### src/rtl/collision_event_unit.sv
// Per-frame collision arbitration: player/target hit events queued through a small FIFO,
// first-contact bouncer reversal pulses, and a registered player/hazard overlap flag.
module collision_event_unit #(
    parameter int NUM_TARGETS     = 8,
    parameter int NUM_BOUNCERS    = 6,
    parameter int FIFO_DEPTH      = 4,
    parameter int COOLDOWN_FRAMES = 2,
    parameter bit MODE_MULTI      = 1'b1,
    localparam int IDX_W = (NUM_TARGETS > 1) ? $clog2(NUM_TARGETS) : 1
) (
    input  logic                    clk,
    input  logic                    reset,
    input  logic                    startOfFrame,
    input  logic                    drawing_request_Player,
    input  logic [NUM_TARGETS-1:0]  drawing_request_Targets,
    input  logic [NUM_BOUNCERS-1:0] drawing_request_Bouncers,
    input  logic                    drawing_request_Walls,
    input  logic                    drawing_request_Hazard,
    output logic                    hazardCollision,
    output logic [NUM_BOUNCERS-1:0] bouncerToggle,
    output logic                    evt_valid,
    output logic [IDX_W-1:0]        evt_index,
    input  logic                    evt_ready,
    output logic [NUM_TARGETS-1:0]  frameHitMask,
    output logic [15:0]             hitTotal,
    output logic                    eventDropped
);

    localparam int PTR_W = $clog2(FIFO_DEPTH);
    localparam int CNT_W = PTR_W + 1;
    localparam int CD_W  = (COOLDOWN_FRAMES > 0) ? $clog2(COOLDOWN_FRAMES + 1) : 1;
    localparam logic [CD_W-1:0] CD_LOAD = CD_W'(COOLDOWN_FRAMES);

    function automatic logic [NUM_TARGETS-1:0] lowest_one(input logic [NUM_TARGETS-1:0] v);
        return v & (~v + NUM_TARGETS'(1));
    endfunction

    function automatic logic [IDX_W-1:0] onehot_to_idx(input logic [NUM_TARGETS-1:0] oh);
        logic [IDX_W-1:0] idx;
        idx = '0;
        for (int i = 0; i < NUM_TARGETS; i++)
            if (oh[i]) idx = idx | IDX_W'(i);
        return idx;
    endfunction

    function automatic logic [15:0] sat_inc(input logic [15:0] v);
        return (v == 16'hFFFF) ? v : v + 16'd1;
    endfunction

    logic [NUM_TARGETS-1:0]  raw_hit, eligible, cand, accept, push_oh, pend_clr;
    logic [NUM_TARGETS-1:0]  frame_flag, pending;
    logic                    global_flag;
    logic [CD_W-1:0]         cooldown [NUM_TARGETS];
    logic [IDX_W-1:0]        fifo_mem [FIFO_DEPTH];
    logic [PTR_W-1:0]        wr_ptr, rd_ptr;
    logic [CNT_W-1:0]        fifo_cnt;
    logic                    fifo_full, pop, push;
    logic [NUM_BOUNCERS-1:0] bounce_hit, bounce_done;

    always_comb begin
        raw_hit = {NUM_TARGETS{drawing_request_Player}} & drawing_request_Targets;
        for (int i = 0; i < NUM_TARGETS; i++)
            eligible[i] = !frame_flag[i] && (cooldown[i] == '0) && (MODE_MULTI || !global_flag);
        cand      = startOfFrame ? '0 : (raw_hit & eligible);
        accept    = MODE_MULTI ? cand : lowest_one(cand);
        push_oh   = lowest_one(pending);
        fifo_full = (fifo_cnt == CNT_W'(FIFO_DEPTH));
        pop       = evt_valid && evt_ready;
        push      = (|pending) && !startOfFrame && (!fifo_full || pop);
        pend_clr  = push ? push_oh : '0;
        bounce_hit = drawing_request_Bouncers & {NUM_BOUNCERS{drawing_request_Walls}};
    end

    assign evt_valid = (fifo_cnt != '0);
    // Index forced to 0 when empty so the output is clean while reset holds the FIFO empty.
    assign evt_index = evt_valid ? fifo_mem[rd_ptr] : '0;

    always_ff @(posedge clk or posedge reset) begin
        if (reset) begin
            pending      <= '0;
            frame_flag   <= '0;
            global_flag  <= 1'b0;
            frameHitMask <= '0;
            eventDropped <= 1'b0;
            for (int i = 0; i < NUM_TARGETS; i++) cooldown[i] <= '0;
        end else if (startOfFrame) begin
            frameHitMask <= frame_flag;
            frame_flag   <= '0;
            global_flag  <= 1'b0;
            pending      <= '0;
            eventDropped <= eventDropped | (|pending);
            for (int i = 0; i < NUM_TARGETS; i++)
                if (cooldown[i] != '0) cooldown[i] <= cooldown[i] - CD_W'(1);
        end else begin
            pending     <= (pending & ~pend_clr) | accept;
            frame_flag  <= frame_flag | accept;
            global_flag <= global_flag | (|accept);
            for (int i = 0; i < NUM_TARGETS; i++)
                if (accept[i]) cooldown[i] <= CD_LOAD;
        end
    end

    always_ff @(posedge clk or posedge reset) begin
        if (reset) begin
            wr_ptr   <= '0;
            rd_ptr   <= '0;
            fifo_cnt <= '0;
            hitTotal <= '0;
        end else begin
            if (push) begin
                wr_ptr   <= wr_ptr + PTR_W'(1);
                hitTotal <= sat_inc(hitTotal);
            end
            if (pop) rd_ptr <= rd_ptr + PTR_W'(1);
            case ({push, pop})
                2'b10:   fifo_cnt <= fifo_cnt + CNT_W'(1);
                2'b01:   fifo_cnt <= fifo_cnt - CNT_W'(1);
                default: fifo_cnt <= fifo_cnt;
            endcase
        end
    end

    always_ff @(posedge clk) begin
        if (push) fifo_mem[wr_ptr] <= onehot_to_idx(push_oh);
    end

    // The startOfFrame cycle counts as the first cycle of the new frame for bouncers.
    always_ff @(posedge clk or posedge reset) begin
        if (reset) begin
            bounce_done     <= '0;
            bouncerToggle   <= '0;
            hazardCollision <= 1'b0;
        end else begin
            bouncerToggle   <= bounce_hit & ({NUM_BOUNCERS{startOfFrame}} | ~bounce_done);
            bounce_done     <= startOfFrame ? bounce_hit : (bounce_done | bounce_hit);
            hazardCollision <= drawing_request_Player && drawing_request_Hazard;
        end
    end

endmodule
### config.mk
export PLATFORM = sky130hd
export DESIGN_NAME = collision_event_unit
export DESIGN_NICKNAME = d
export VERILOG_FILES = /design/src/rtl/collision_event_unit.sv
export SDC_FILE = /design/constraint.sdc
export NUM_CORES = 1
export LEC_CHECK = 0
export CORE_MARGIN = 8
export CORE_UTILIZATION = 25
export CTS_BUF_LIST = sky130_fd_sc_hd__clkbuf_4 sky130_fd_sc_hd__clkbuf_8 sky130_fd_sc_hd__clkbuf_16
export DETAILED_ROUTE_END_ITERATION = 6
export PLACE_DENSITY = 0.49
export SYNTH_ARGS = -nofsm -noshare
export SYNTH_HDL_FRONTEND = slang
export SYNTH_SLANG_ARGS = --single-unit
### constraint.sdc
create_clock -name clk -period 5.49 [get_ports clk]
set_clock_uncertainty 0.15 [all_clocks]
set_input_delay 0.549 -clock clk [delete_from_list [all_inputs] [get_ports clk]]
set_output_delay 0.549 -clock clk [all_outputs]
set_load 0.005 [all_outputs]
==> results_dict.tcl, run 1 <==
set metrics [dict create \
    layout.cells.non_filler 643 \
    placedInstanceArea_um2 4830 \
    postCtsHoldBufs 0 \
    timing.slew.headroom_pct 47.6 \
    final_area_um2 5140 \
    min_period_ns 3.06 \
    setup.worst_path.start_class "input port" \
    finalWirelength_um 8770 \
    die_y_um 143 \
    cp_data_required_time_ns 5.56 \
    initial_drc_count 171 \
    cts-buffers-inserted 9 \
    drt_drc_violations_left 0 \
    layout_commonest_cell "sky130_fd_sc_hd__dfrtp_1" \
    worst_slew_pin_slew_ns 0.785 \
    synth-seq-cells 89 \
    cp_top_family "buffers and inverters" \
    grt_setup_unrepaired "no" \
    worst-r2r-setup-slack_ns 2.63 \
    period_share_pct 55.8 \
    timing.hold.ws_ns 0.292 \
    total_power_mw 2.27 \
    number_of_vias_in_the_routed_layout 2771 \
    number_of_buffers_on_the_longest_clock_path 2 \
    synth-async-reset-ratio_pct 86.5 \
    n_antenna_cell 0 \
    insertion_delay_ns 0.34 \
    critical_path.slowest_cell "sky130_fd_sc_hd__a211oi_2" \
    fin_setup_tns_ns 0 \
    global_route_wire_length_before_repair_um 14800 \
    postLayoutCoreUtil_pct 32.5 \
    clkSinkCount 89 \
    resized_gates_after_cts 0 \
    synth-edff-count 12 \
    max-vdd-ir-drop_uv 238 \
    design.die.area_um2 20400 \
    worst-path-buf-inv 4 \
    max_clock_freq_mhz 326 \
    most_used_cells_in_the_layout_excluding_fill_and_tap_cells "sky130_fd_sc_hd__dfrtp_1 (77), sky130_fd_sc_hd__clkdlybuf4s50_1 (56), sky130_fd_sc_hd__inv_1 (45)" \
    netlist_area_pre_place_um2 4020 \
    power.leakage_nw 2.25 \
    clock_tree.htree_level_count 3 \
    post_cts_buffers 0 \
    placedCellCount 627 \
    globalRoute.totalOverflow 0 \
    final_hold_viol_count 0 \
    synth.yosys.seq_area_share_pct 56.8 \
    final_max_slew_viol_count 0 \
    layout.filler_cells 1586 \
    critical_path.max_fanout 36 \
    timing.critical_path.cells "clkdlybuf4s50_1, buf_4, a211oi_2, inv_2, ha_1, inv_1, fa_1, xor2_1, nor2_1, xor2_1" \
    core_area_um2 15800 \
    yosysWarningCount 0 \
    critical_path_type "input port to register" \
    antenna_violating_nets_post_route 0 \
    via_per_inst 4.31 \
    die_width_um 143 \
    setup_viol 0 \
    drt_wl_cell_um 13.6 \
    largest_net_degree_at_the_start_of_global_routing 53 \
    pin_count 57 \
    firstDrtPassIters 4 \
    max-cap-violations 0 \
    layout_cells_sized_above_1_pct 10.5 \
    setup_slack_placement_ns 2.07 \
    min_path_type "register to register" \
    gp_routability_congestion 0.719 \
    timing.critical_path.arrival_ns 3.13 \
    status "completed" \
    syn_to_final_growth_pct 27.9 \
    postSynthCellCount 362 \
    number_of_nets_in_the_finished_design 458 \
    place.detailed.hpwl_um 6260 \
    grt_pass1_vias 2880 \
    syn-mean-instance-area_um2 11.1 \
    cpPeakStageDelay_ns 0.71 \
    initial_core_utilization_pct 25.4 \
    worst_path_most_repeated_cell "sky130_fd_sc_hd__xor2_1" \
    clk_pin_slew_worst_paths_ns 0.06 \
    antenna_found_initial 0 \
    setup_ws_ns 2.43 \
    yosys.cell_types.count 45 \
    element_type_at_the_critical_path_end "register" \
    row_count 46 \
    total_nets_after_synthesis 398 \
    grt_util_all_layers_pct 9.30 \
    cts_tree "yes" \
    io_buffer_count 56 \
    yosys_most_used_dff "sky130_fd_sc_hd__dfrtp_1" \
    power_density_cells_nw_per_um2 441 \
    cts_root_buf "sky130_fd_sc_hd__clkbuf_16" \
]
## cell families (layout without fill, tap and decap cells)
group                      after synthesis  in the layout  share of synthesized area [%]
and+or+nand+nor                        115            115                           16.0
DFF                                     89             89                           56.8
buffers and inverters                   57            122                           5.57
AOI/OAI and AO/OA                       54             54                           7.96
xor gates and xnor gates                17             17                           3.70
adders and majority gates               15             15                           4.85
muxes                                   15             15                           5.04
## state kept, by name (all words and copies together) (netlist names)
register,cells
cooldown,16
hitTotal,16
frame_flag,8
bounce_done,6
wr_ptr,2
fifo_mem,12
frameHitMask,8
fifo_cnt,3
rd_ptr,2
hazardCollision,1
eventDropped,1
bouncerToggle,6
pending,8
## cells in the mapped netlist (3+ instances only)
cell type	number	share of area (%)
sky130_fd_sc_hd__a21oi_1	11	1.4
sky130_fd_sc_hd__a31oi_1	8	1.2
sky130_fd_sc_hd__and2_1	10	1.6
sky130_fd_sc_hd__clkbuf_1	5	0.47
sky130_fd_sc_hd__dfrtp_1	77	48
sky130_fd_sc_hd__edfxtp_1	12	9.0
sky130_fd_sc_hd__ha_1	14	4.4
sky130_fd_sc_hd__inv_1	46	4.3
sky130_fd_sc_hd__mux2_2	11	3.1
sky130_fd_sc_hd__mux4_2	3	1.7
sky130_fd_sc_hd__nand2_1	24	2.2
sky130_fd_sc_hd__nand2b_1	9	1.4
sky130_fd_sc_hd__nand3_1	13	1.6
sky130_fd_sc_hd__nand4_1	12	1.9
sky130_fd_sc_hd__nor2_1	15	1.4
sky130_fd_sc_hd__nor3_1	7	0.87
sky130_fd_sc_hd__nor4_1	7	1.1
sky130_fd_sc_hd__nor4_2	3	0.93
sky130_fd_sc_hd__o21ai_0	25	3.1
sky130_fd_sc_hd__or2_2	3	0.47
sky130_fd_sc_hd__xnor2_1	3	0.65
sky130_fd_sc_hd__xor2_1	14	3.0
## worst reg2reg max path: cells and delay by family (launching register included)
family	cells	cell delay (ns)
XOR/XNOR	2	0.31
buffers and inverters	2	0.37
AND/OR/NAND/NOR	2	0.69
adder cells (fa/ha/maj)	2	0.61
flip-flops	1	0.42
AO/OA/AOI/OAI	1	0.23
## metal layers
metal | up-vias | routed length (µm) | GRT usage [%]
met5 | - | 0 | 0
met4 | 0 | 95 | 2.68
met3 | 6 | 565 | 4.11
met2 | 50 | 4100 | 14.5
met1 | 1347 | 4000 | 11.4
li1 | 1368 | - | -
## area by class of cell
cell class	count	area, µm²	share of cell area [%]
flip-flops and latches	89	2290	44.5
multi-input cells	216	1510	29.4
repair buffers	59	583	11.3
well taps	216	270	5.25
clock buffers	12	248	4.82
inverters	47	176	3.43
clock inverters	4	67.6	1.31
## power breakdown
group	internal (mW)	leakage, nW	switching, mW
combinational	0.337	1.01	0.315
sequential	0.835	1.08	0.128
clock	0.411	0.156	0.243
total	1.58	2.25	0.686
## final timing paths
kind | startpoint | end | depth (start not counted)
max in group asynchronous | reset | frame_flag[0] | 3
worst max-delay path | startOfFrame | fifo_cnt[2] | 10
min in group asynchronous | reset | wr_ptr[0] | 2
worst min register to register | bounce_done[2] | bouncerToggle[2] | 1
worst min-delay path | bounce_done[2] | bouncerToggle[2] | 1
worst max register to register | fifo_cnt[1] | fifo_cnt[2] | 9
Note: power is estimated with default switching activity, not from simulation.
==> run 2, diff against run 1 <==
clock period = 3 ns   (was 5.49 ns; I/O delays follow)
==> results_dict.tcl, run 2 (synthesis gave the netlist of run 1 again) <==
set metrics [dict create \
    final_max_slew_viol_count 0 \
    worst-path-buf-inv 2 \
    layout_commonest_cell "sky130_fd_sc_hd__dfrtp_1" \
    initial_drc_count 178 \
    number_of_buffers_on_the_longest_clock_path 2 \
    grt_setup_unrepaired "no" \
    min_period_ns 2.55 \
    io_buffer_count 56 \
    critical_path.max_fanout 12 \
    cp_data_required_time_ns 3.12 \
    row_count 46 \
    core_area_um2 15800 \
    postLayoutCoreUtil_pct 32.6 \
    critical_path_type "register to register" \
    die_y_um 143 \
    timing.slew.headroom_pct 50.5 \
    layout_cells_sized_above_1_pct 11.6 \
    status "completed" \
    timing.critical_path.cells "nor4_2, a211oi_2, inv_2, ha_1, inv_1, fa_1, xor2_1, nor2_1, xor2_1" \
    grt_util_all_layers_pct 9.29 \
    timing.critical_path.arrival_ns 2.67 \
    clk_pin_slew_worst_paths_ns 0.07 \
    drt_wl_cell_um 13.3 \
    n_antenna_cell 0 \
    max_clock_freq_mhz 392 \
    most_used_cells_in_the_layout_excluding_fill_and_tap_cells "sky130_fd_sc_hd__dfrtp_1 (77), sky130_fd_sc_hd__clkdlybuf4s50_1 (56), sky130_fd_sc_hd__inv_1 (45)" \
    worstReg2RegEnd "fifo_cnt[2]" \
    grt_pass1_vias 2877 \
    min_path_type "input port to asynchronous set/reset pin" \
    postCtsHoldBufs 0 \
    drt_drc_violations_left 0 \
    layout.filler_cells 1589 \
    clock_tree.htree_level_count 3 \
    via_per_inst 4.32 \
    seq_area_um2 2290 \
    total_power_mw 4.11 \
    antenna_found_initial 0 \
    globalRoute.totalOverflow 0 \
    cp_top_family "simple AND/OR/NAND/NOR gates" \
    multi_input_comb_area_um2 1510 \
    fin_setup_tns_ns 0 \
    cts-buffers-inserted 9 \
    reg2reg_from "pending[4]" \
    worst-r2r-setup-slack_ns 0.45 \
    cts_root_buf "sky130_fd_sc_hd__clkbuf_16" \
    firstDrtPassIters 4 \
    power.leakage_nw 2.26 \
    period_share_pct 85.1 \
    element_type_at_the_critical_path_end "register" \
    worst_path_most_repeated_cell "sky130_fd_sc_hd__xor2_1" \
    setup.worst_path.start_class "register" \
    initial_core_utilization_pct 25.4 \
    depth_of_the_worst_register_to_register_path 9 \
    finalWirelength_um 8620 \
    die_width_um 143 \
    syn_to_final_growth_pct 28.4 \
    timing.hold.ws_ns 0.139 \
    power_density_cells_nw_per_um2 796 \
    resized_gates_after_cts 0 \
    pin_count 57 \
    cts_tree "yes" \
    global_route_wire_length_before_repair_um 14700 \
    antenna_violating_nets_post_route 0 \
    post_cts_buffers 0 \
    final_hold_viol_count 0 \
    insertion_delay_ns 0.34 \
    place.detailed.hpwl_um 6210 \
    largest_net_degree_at_the_start_of_global_routing 60 \
    setup_viol 0 \
    number_of_nets_in_the_finished_design 461 \
    cpPeakStageDelay_ns 0.48 \
    critical_path.slowest_cell "sky130_fd_sc_hd__nor4_2" \
    max-cap-violations 0 \
    design.die.area_um2 20400 \
    max-vdd-ir-drop_uv 390 \
    clkSinkCount 89 \
    largest_registers "cooldown x16, hitTotal x16, fifo_mem x12" \
    number_of_vias_in_the_routed_layout 2789 \
    worst_slew_pin_slew_ns 0.740 \
    gp_routability_congestion 0.727 \
]
[run 2: cell count changes in the layout (fill, tap and decap cells not counted), sizes merged]
cell	change
clkbuf	-1
clkinvlp	+1
buf	+3
inv	+1
bufinv	-1
[run 2: stage by stage]
| stage | cell area (µm²) | std cells | worst slack (ns) |
|---|---|---|---|
| global route | 5160 | 646 | 0.185 |
| global placement | 4860 | 630 | 0.294 |
| finish | 5160 | 646 | 0.446 |
| detailed placement | 4860 | 630 | 0.255 |
| CTS | 5160 | 646 | 0.428 |
| floorplan | 4020 | 362 | 0.583 |
[run 2: area by class of cell]
type | instances | share of cell area [%]
clock buffer | 11 | 4.77
clock inverter | 5 | 1.04
inverter | 47 | 3.42
multi-input combinational | 216 | 29.3
sequential | 89 | 44.3
tap | 216 | 5.23
timing repair buffer | 62 | 12.0
[run 2: worst max-delay path by stage]
stage                from             end  slack, ns  cells after the start
2_1_floorplan       reset  bounce_done[0]       0.58                      1
3_5_place_dp    evt_ready    hitTotal[12]       0.26                      7
5_1_grt        pending[4]     fifo_cnt[2]       0.18                      9
6_report       pending[4]     fifo_cnt[2]       0.45                      9
4_1_cts        pending[4]     fifo_cnt[2]       0.43                      9
3_3_place_gp    evt_ready    hitTotal[12]       0.29                      7
[run 2: routing by layer]
layer	share of wire (%)	vias to the layer above	track usage [%]	wire, µm
met4	2.2	0	4.87	190
met5	0	-	0	0
met2	45	54	14.1	3860
met3	6.2	14	2.94	537
li1	-	1382	-	-
met1	47	1339	11.6	4030
[run 2: power by group]
group / internal [mW] / leakage (nW) / switching, mW / total [mW]
logic: 0.629 / 1.03 / 0.576 / 1.21
registers: 1.53 / 1.08 / 0.234 / 1.76
clock network: 0.675 / 0.149 / 0.467 / 1.14
